===== src/rtl/rv32_program_loader.sv =====
`timescale 1ns/1ps
// Byte-stream loader for the single-cycle RV32 core: fills instruction memory
// through the core's Write/WE_mem/WD_mem port, then restarts the core at PC 0.

module rv32_program_loader #(
  parameter int ADDR_W     = 10,
  parameter int MAX_WORDS  = 256,
  parameter int RST_CYCLES = 2
) (
  input  logic        clk,
  input  logic        Reset,
  input  logic        load_start,
  input  logic        in_valid,
  input  logic [7:0]  in_data,
  output logic        in_ready,
  output logic        core_rst,
  output logic        Write,
  output logic        WE_mem,
  output logic [31:0] WD_mem,
  output logic        busy,
  output logic        done,
  output logic        err,
  output logic [8:0]  words_loaded
);

  localparam logic [2:0] ST_IDLE    = 3'd0;
  localparam logic [2:0] ST_SYNC    = 3'd1;
  localparam logic [2:0] ST_HDR0    = 3'd2;
  localparam logic [2:0] ST_HDR1    = 3'd3;
  localparam logic [2:0] ST_BYTES   = 3'd4;
  localparam logic [2:0] ST_WAIT_PC = 3'd5;
  localparam logic [2:0] ST_RELEASE = 3'd6;
  localparam logic [2:0] ST_ERR     = 3'd7;

  localparam int RC_W = (RST_CYCLES > 1) ? $clog2(RST_CYCLES) : 1;

  logic [2:0]        state_q, state_d;
  logic [ADDR_W-1:0] pc_q, pc_d;
  logic [ADDR_W-1:0] word_addr_q, word_addr_d;
  logic [15:0]       nwords_q, nwords_d;
  logic [1:0]        byte_cnt_q, byte_cnt_d;
  logic [31:0]       wd_q, wd_d;
  logic [8:0]        words_q, words_d;
  logic              done_q, done_d;
  logic              err_q, err_d;
  logic [RC_W-1:0]   rel_cnt_q, rel_cnt_d;

  logic              accept_s;
  logic              match_s;
  logic [15:0]       hdr_n_s;
  logic              hdr_bad_s;
  logic              last_word_s;

  assign accept_s    = in_valid & in_ready;
  assign match_s     = (pc_q == word_addr_q);
  assign hdr_n_s     = {in_data, nwords_q[7:0]};
  assign hdr_bad_s   = (hdr_n_s == 16'd0) || (hdr_n_s > 16'(MAX_WORDS));
  assign last_word_s = (({7'd0, words_q} + 16'd1) == nwords_q);

  // Handshake and core-control outputs decoded from the state flops.
  always_comb begin
    in_ready = 1'b0;
    Write    = 1'b0;
    core_rst = 1'b1;
    busy     = 1'b1;
    case (state_q)
      ST_IDLE: begin
        core_rst = ~done_q;
        busy     = 1'b0;
      end
      ST_SYNC: begin
        Write = 1'b1;
      end
      ST_HDR0, ST_HDR1, ST_BYTES: begin
        in_ready = 1'b1;
        Write    = 1'b1;
        core_rst = 1'b0;
      end
      ST_WAIT_PC: begin
        Write    = 1'b1;
        core_rst = 1'b0;
      end
      ST_RELEASE: begin
        Write = 1'b0;
      end
      ST_ERR: begin
        busy = 1'b0;
      end
      default: begin
        busy = 1'b0;
      end
    endcase
  end

  // The commit strobe fires only while the core's PC (mirrored) sits on the word's address.
  assign WE_mem       = (state_q == ST_WAIT_PC) && match_s;
  assign WD_mem       = wd_q;
  assign done         = done_q;
  assign err          = err_q;
  assign words_loaded = words_q;

  // Next-state logic for the load sequence and the PC mirror.
  always_comb begin
    state_d     = state_q;
    pc_d        = pc_q;
    word_addr_d = word_addr_q;
    nwords_d    = nwords_q;
    byte_cnt_d  = byte_cnt_q;
    wd_d        = wd_q;
    words_d     = words_q;
    done_d      = done_q;
    err_d       = err_q;
    rel_cnt_d   = rel_cnt_q;

    // Core PC is held at 0 during SYNC and free-runs by 4 while Write is high afterwards.
    if ((state_q == ST_HDR0) || (state_q == ST_HDR1) ||
        (state_q == ST_BYTES) || (state_q == ST_WAIT_PC)) begin
      pc_d = pc_q + ADDR_W'(4);
    end else if (state_q == ST_SYNC) begin
      pc_d = '0;
    end else begin
      pc_d = pc_q;
    end

    case (state_q)
      ST_IDLE, ST_ERR: begin
        if (load_start) begin
          state_d = ST_SYNC;
          done_d  = 1'b0;
          err_d   = 1'b0;
          words_d = 9'd0;
        end else begin
          state_d = state_q;
        end
      end
      ST_SYNC: begin
        words_d = 9'd0;
        state_d = ST_HDR0;
      end
      ST_HDR0: begin
        if (accept_s) begin
          nwords_d[7:0] = in_data;
          state_d       = ST_HDR1;
        end else begin
          state_d = ST_HDR0;
        end
      end
      ST_HDR1: begin
        if (accept_s) begin
          nwords_d[15:8] = in_data;
          if (hdr_bad_s) begin
            err_d   = 1'b1;
            state_d = ST_ERR;
          end else begin
            word_addr_d = '0;
            byte_cnt_d  = 2'd0;
            state_d     = ST_BYTES;
          end
        end else begin
          state_d = ST_HDR1;
        end
      end
      ST_BYTES: begin
        if (accept_s) begin
          wd_d[{byte_cnt_q, 3'b000} +: 8] = in_data;
          byte_cnt_d = byte_cnt_q + 2'd1;
          if (byte_cnt_q == 2'd3) begin
            state_d = ST_WAIT_PC;
          end else begin
            state_d = ST_BYTES;
          end
        end else begin
          state_d = ST_BYTES;
        end
      end
      ST_WAIT_PC: begin
        if (match_s) begin
          words_d     = words_q + 9'd1;
          word_addr_d = word_addr_q + ADDR_W'(4);
          if (last_word_s) begin
            rel_cnt_d = '0;
            state_d   = ST_RELEASE;
          end else begin
            state_d = ST_BYTES;
          end
        end else begin
          state_d = ST_WAIT_PC;
        end
      end
      ST_RELEASE: begin
        if (rel_cnt_q == RC_W'(RST_CYCLES - 1)) begin
          done_d  = 1'b1;
          state_d = ST_IDLE;
        end else begin
          rel_cnt_d = rel_cnt_q + RC_W'(1);
          state_d   = ST_RELEASE;
        end
      end
      default: begin
        state_d = ST_IDLE;
      end
    endcase
  end

  // State registers with asynchronous active-high reset.
  always_ff @(posedge clk or posedge Reset) begin
    if (Reset) begin
      state_q     <= ST_IDLE;
      pc_q        <= '0;
      word_addr_q <= '0;
      nwords_q    <= 16'd0;
      byte_cnt_q  <= 2'd0;
      wd_q        <= 32'd0;
      words_q     <= 9'd0;
      done_q      <= 1'b0;
      err_q       <= 1'b0;
      rel_cnt_q   <= '0;
    end else begin
      state_q     <= state_d;
      pc_q        <= pc_d;
      word_addr_q <= word_addr_d;
      nwords_q    <= nwords_d;
      byte_cnt_q  <= byte_cnt_d;
      wd_q        <= wd_d;
      words_q     <= words_d;
      done_q      <= done_d;
      err_q       <= err_d;
      rel_cnt_q   <= rel_cnt_d;
    end
  end

endmodule


===== config.mk =====
export PLATFORM = sky130hd
export DESIGN_NAME = rv32_program_loader
export DESIGN_NICKNAME = d
export VERILOG_FILES = /design/src/rtl/rv32_program_loader.sv
export SDC_FILE = /design/constraint.sdc
export NUM_CORES = 1
export LEC_CHECK = 0
export CORE_MARGIN = 5
export CORE_UTILIZATION = 50
export DETAILED_ROUTE_END_ITERATION = 8
export GPL_TIMING_DRIVEN = 0
export PLACE_DENSITY = 0.74
export SLEW_MARGIN = 20
export SYNTH_ARGS = -nofsm -noshare
export SYNTH_HDL_FRONTEND = slang
export SYNTH_SLANG_ARGS = --single-unit

===== constraint.sdc =====
create_clock -name clk -period 4.7 [get_ports clk]
set_input_delay 1.41 -clock clk [delete_from_list [all_inputs] [get_ports clk]]
set_output_delay 1.41 -clock clk [all_outputs]
set_load 0.01 [all_outputs]

==> impl_metrics.sql <==
INSERT INTO impl_metrics (metric_group, metric, value, unit) VALUES
('sta', 'timing_hold_violations_final', '0', ''),
('die', 'floorplan.initialDensity', '50.4', '%'),
('cts', 'cts_tree', 'done', ''),
('finish', 'final_cell_mix', '85 x sky130_fd_sc_hd__nand2_1, 81 x sky130_fd_sc_hd__dfrtp_1, 59 x sky130_fd_sc_hd__clkdlybuf4s50_1', ''),
('grt', 'grt_max_degree', '47', ''),
('finish', 'ff_latch_area', '2030', 'um^2'),
('finish', 'layout.cells.most_common', 'sky130_fd_sc_hd__nand2_1', ''),
('cts', 'worst_setup_hold_path_clk_slew', '0.10', 'ns'),
('run', 'cap_viol_max_count', '0', ''),
('synthesis', 'synth-edff-count', '0', ''),
('route', 'number_of_nets_still_failing_antenna_checks_after_routing', '0', ''),
('die', 'fp.dieArea', '10600', 'um^2'),
('synthesis', 'synth_fp_nets', '480', ''),
('route', 'initial_detailed_routing_violation_count', '204', ''),
('route', 'via_density_per_instance', '5.71', ''),
('outcome', 'status', 'finished, final reports clean', ''),
('synthesis', 'postSynth.asyncResetShare', '100', '%'),
('finish', 'final_area', '5290', 'um^2'),
('finish', 'post_layout_nonfiller_instances', '644', ''),
('worst_setup_path', 'cp_top_family', 'simple AND/OR/NAND/NOR gates', ''),
('synthesis', 'postSynthRegisterBits', '81', ''),
('cts', 'cts_resized', '0', ''),
('sta', 'relSlewSlack', '39.6', '%'),
('sta', 'final-max-slew-violation-count', '0', ''),
('placement', 'port_buffers', '59', ''),
('cts', 'clk_root_buffer_cell', 'sky130_fd_sc_hd__clkbuf_8', ''),
('sta', 'setup-violations-final', '0', ''),
('sta', 'skew', '0.0134', 'ns'),
('worst_setup_path', 'timing.reg2reg.setup_slack', '2.47', 'ns'),
('route', 'post_drt_wl_per_cell', '16.7', 'um'),
('die', 'placeableCoreArea', '8590', 'um^2'),
('finish', 'fillerInstances', '735', ''),
('synthesis', 'syn_area_per_cell', '9.42', 'um^2'),
('sta', 'final.setup.tns', '0', 'ns'),
('cts', 'cts-buffers-inserted', '9', ''),
('placement', 'dp.cells', '628', ''),
('cts', 'cts.htree.levels', '3', ''),
('synthesis', 'synth.area.top_cells', 'sky130_fd_sc_hd__dfrtp_1 47%, sky130_fd_sc_hd__nand2_1 7.4%, sky130_fd_sc_hd__o21ai_0 5.9%', ''),
('synthesis', 'synth_cell_types', '53', ''),
('worst_setup_path', 'worst-setup-path-type', 'register to output pin', ''),
('die', 'chipHeight', '103', 'um'),
('synthesis', 'netlist_area_before_placement', '4330', 'um^2'),
('route', 'routed_wl', '10700', 'um'),
('grt', 'antenna_found_initial', '0', ''),
('placement', 'detailedPlacementHpwl', '7810', 'um'),
('synthesis', 'postSynthCellCount', '460', ''),
('cts', 'clock_insertion_delay_worst_skew', '0.37', 'ns'),
('grt', 'groute.usage.overall', '21.8', '%'),
('worst_setup_path', 'worstPathBufferInverterCount', '1', ''),
('worst_hold_path', 'worst_hold_path_class', 'register to register', ''),
('synthesis', 'yosys_warnings', '0', ''),
('worst_setup_path', 'crit_slowest_cell', 'sky130_fd_sc_hd__clkdlybuf4s50_1', ''),
('synthesis', 'synth_top_area_cell', 'sky130_fd_sc_hd__dfrtp_1', ''),
('finish', 'insertedDiodeCount', '0', ''),
('finish', 'area.growth.synth_to_final', '21.9', '%'),
('cts', 'post-cts-setup-buffer-count', '0', ''),
('sta', 'min_period', '3.86', 'ns'),
('die', 'floorplan.die.width', '103', 'um'),
('placement', 'placement.cell_area', '5090', 'um^2'),
('worst_setup_path', 'worstSetupEndpointType', 'output pin', ''),
('worst_setup_path', 'setup.worst_path.start_class', 'register', ''),
('route', 'drc_errors', '0', ''),
('route', 'drtPass1Iterations', '4', ''),
('sta', 'grt_setup_unrepaired', 'no', ''),
('finish', 'multi_input_area', '2140', 'um^2'),
('grt', 'first_global_vias', '3737', ''),
('power_and_ir_drop', 'total_power', '2710', 'uW'),
('grt', 'gr-total-overflow', '0', ''),
('worst_setup_path', 'timing.critical_path.fanout_max', '7', ''),
('worst_setup_path', 'cp_cell_sequence', 'xnor2_1 -> nand2_1 -> or3_1 -> nor2_1 -> clkdlybuf4s50_1', ''),
('cts', 'cts_max_path_buffers', '2', '');
cell usage after synthesis (6+ instances only):
cell type                  instances
sky130_fd_sc_hd__a211oi_1          7
sky130_fd_sc_hd__a21oi_1          18
sky130_fd_sc_hd__a221oi_1          6
sky130_fd_sc_hd__a31oi_1           7
sky130_fd_sc_hd__and3_1            8
sky130_fd_sc_hd__clkbuf_1         17
sky130_fd_sc_hd__dfrtp_1          81
sky130_fd_sc_hd__ha_1              8
sky130_fd_sc_hd__inv_1            10
sky130_fd_sc_hd__mux2_2           18
sky130_fd_sc_hd__mux2i_1           8
sky130_fd_sc_hd__nand2_1          85
sky130_fd_sc_hd__nand3_1          13
sky130_fd_sc_hd__nand4_1           7
sky130_fd_sc_hd__nor2_1           16
sky130_fd_sc_hd__o21ai_0          51
sky130_fd_sc_hd__or3_1             6
sky130_fd_sc_hd__xnor2_1          18
sky130_fd_sc_hd__xor2_1            8
registers in the layout, indices dropped and copies added (netlist names), 2 cells and up:
register / flops
byte_cnt_q: 2
words_loaded: 9
nwords_q: 16
WD_mem: 32
state_q: 3
word_addr_q: 8
pc_q: 8
area by class of cell:
class,count,share of cell area [%]
clock inverters,6,1.09
inverters,10,0.758
multi-input cells,341,40.5
well taps,108,2.56
flip-flops and latches,81,38.4
plain buffers,28,2.49
repair buffers,60,11.7
clock buffers,10,2.60
metal layers:
layer / wire, um / share of wire (%) / global-route usage, %
met1: 4630 / 43 / 28.3
met2: 5330 / 50 / 35.9
met3: 519 / 4.8 / 4.47
met4: 250 / 2.3 / 8.27
met5: 0 / 0 / 0
logic make-up after synthesis:
group / count (synthesis) / synth area share (%)
adder cells (fa/ha/maj): 8 / 2.31
buffers and inverters: 38 / 3.90
XOR/XNOR: 28 / 6.00
AO/OA/AOI/OAI: 110 / 15.3
AND/OR/NAND/NOR: 169 / 19.2
flip-flops: 81 / 46.8
multiplexers: 26 / 6.52
metrics by stage:
stage	hold WS, ns	worst slack [ns]
6_report	0.490	0.838
5_1_grt	0.515	0.721
4_1_cts	0.498	0.839
3_3_place_gp	0.467	-0.110
3_5_place_dp	0.475	0.901
2_1_floorplan	0.480	1.21
report_power, final:
group	internal (uW)	switching (uW)	total [uW]
Clock	221	296	516
Combinational	544	629	1170
Sequential	873	151	1020
Total	1640	1080	2710
worst reg2reg max path, cell delays in order (launching register included):
cell and delay, ns:
sky130_fd_sc_hd__dfrtp_1 0.50, sky130_fd_sc_hd__ha_1 0.29, sky130_fd_sc_hd__and3_1 0.17, sky130_fd_sc_hd__clkbuf_1 0.22, sky130_fd_sc_hd__and3_1 0.22, sky130_fd_sc_hd__a311oi_1 0.05
sky130_fd_sc_hd__o32ai_1 0.50, sky130_fd_sc_hd__o21ai_0 0.16
path summary, 6_finish.rpt:
check                                startpoint          to  depth (start not counted)
worst min register to register       WD_mem[22]  WD_mem[22]                          2
worst min-delay path                 WD_mem[22]  WD_mem[22]                          2
worst max-delay path                    pc_q[5]      WE_mem                          5
max in group asynchronous                 Reset  WD_mem[13]                          3
min in group asynchronous                 Reset  state_q[1]                          2
worst max register to register  words_loaded[0]  state_q[1]                          7
No activity file was read; power rests on OpenSTA's default activity.
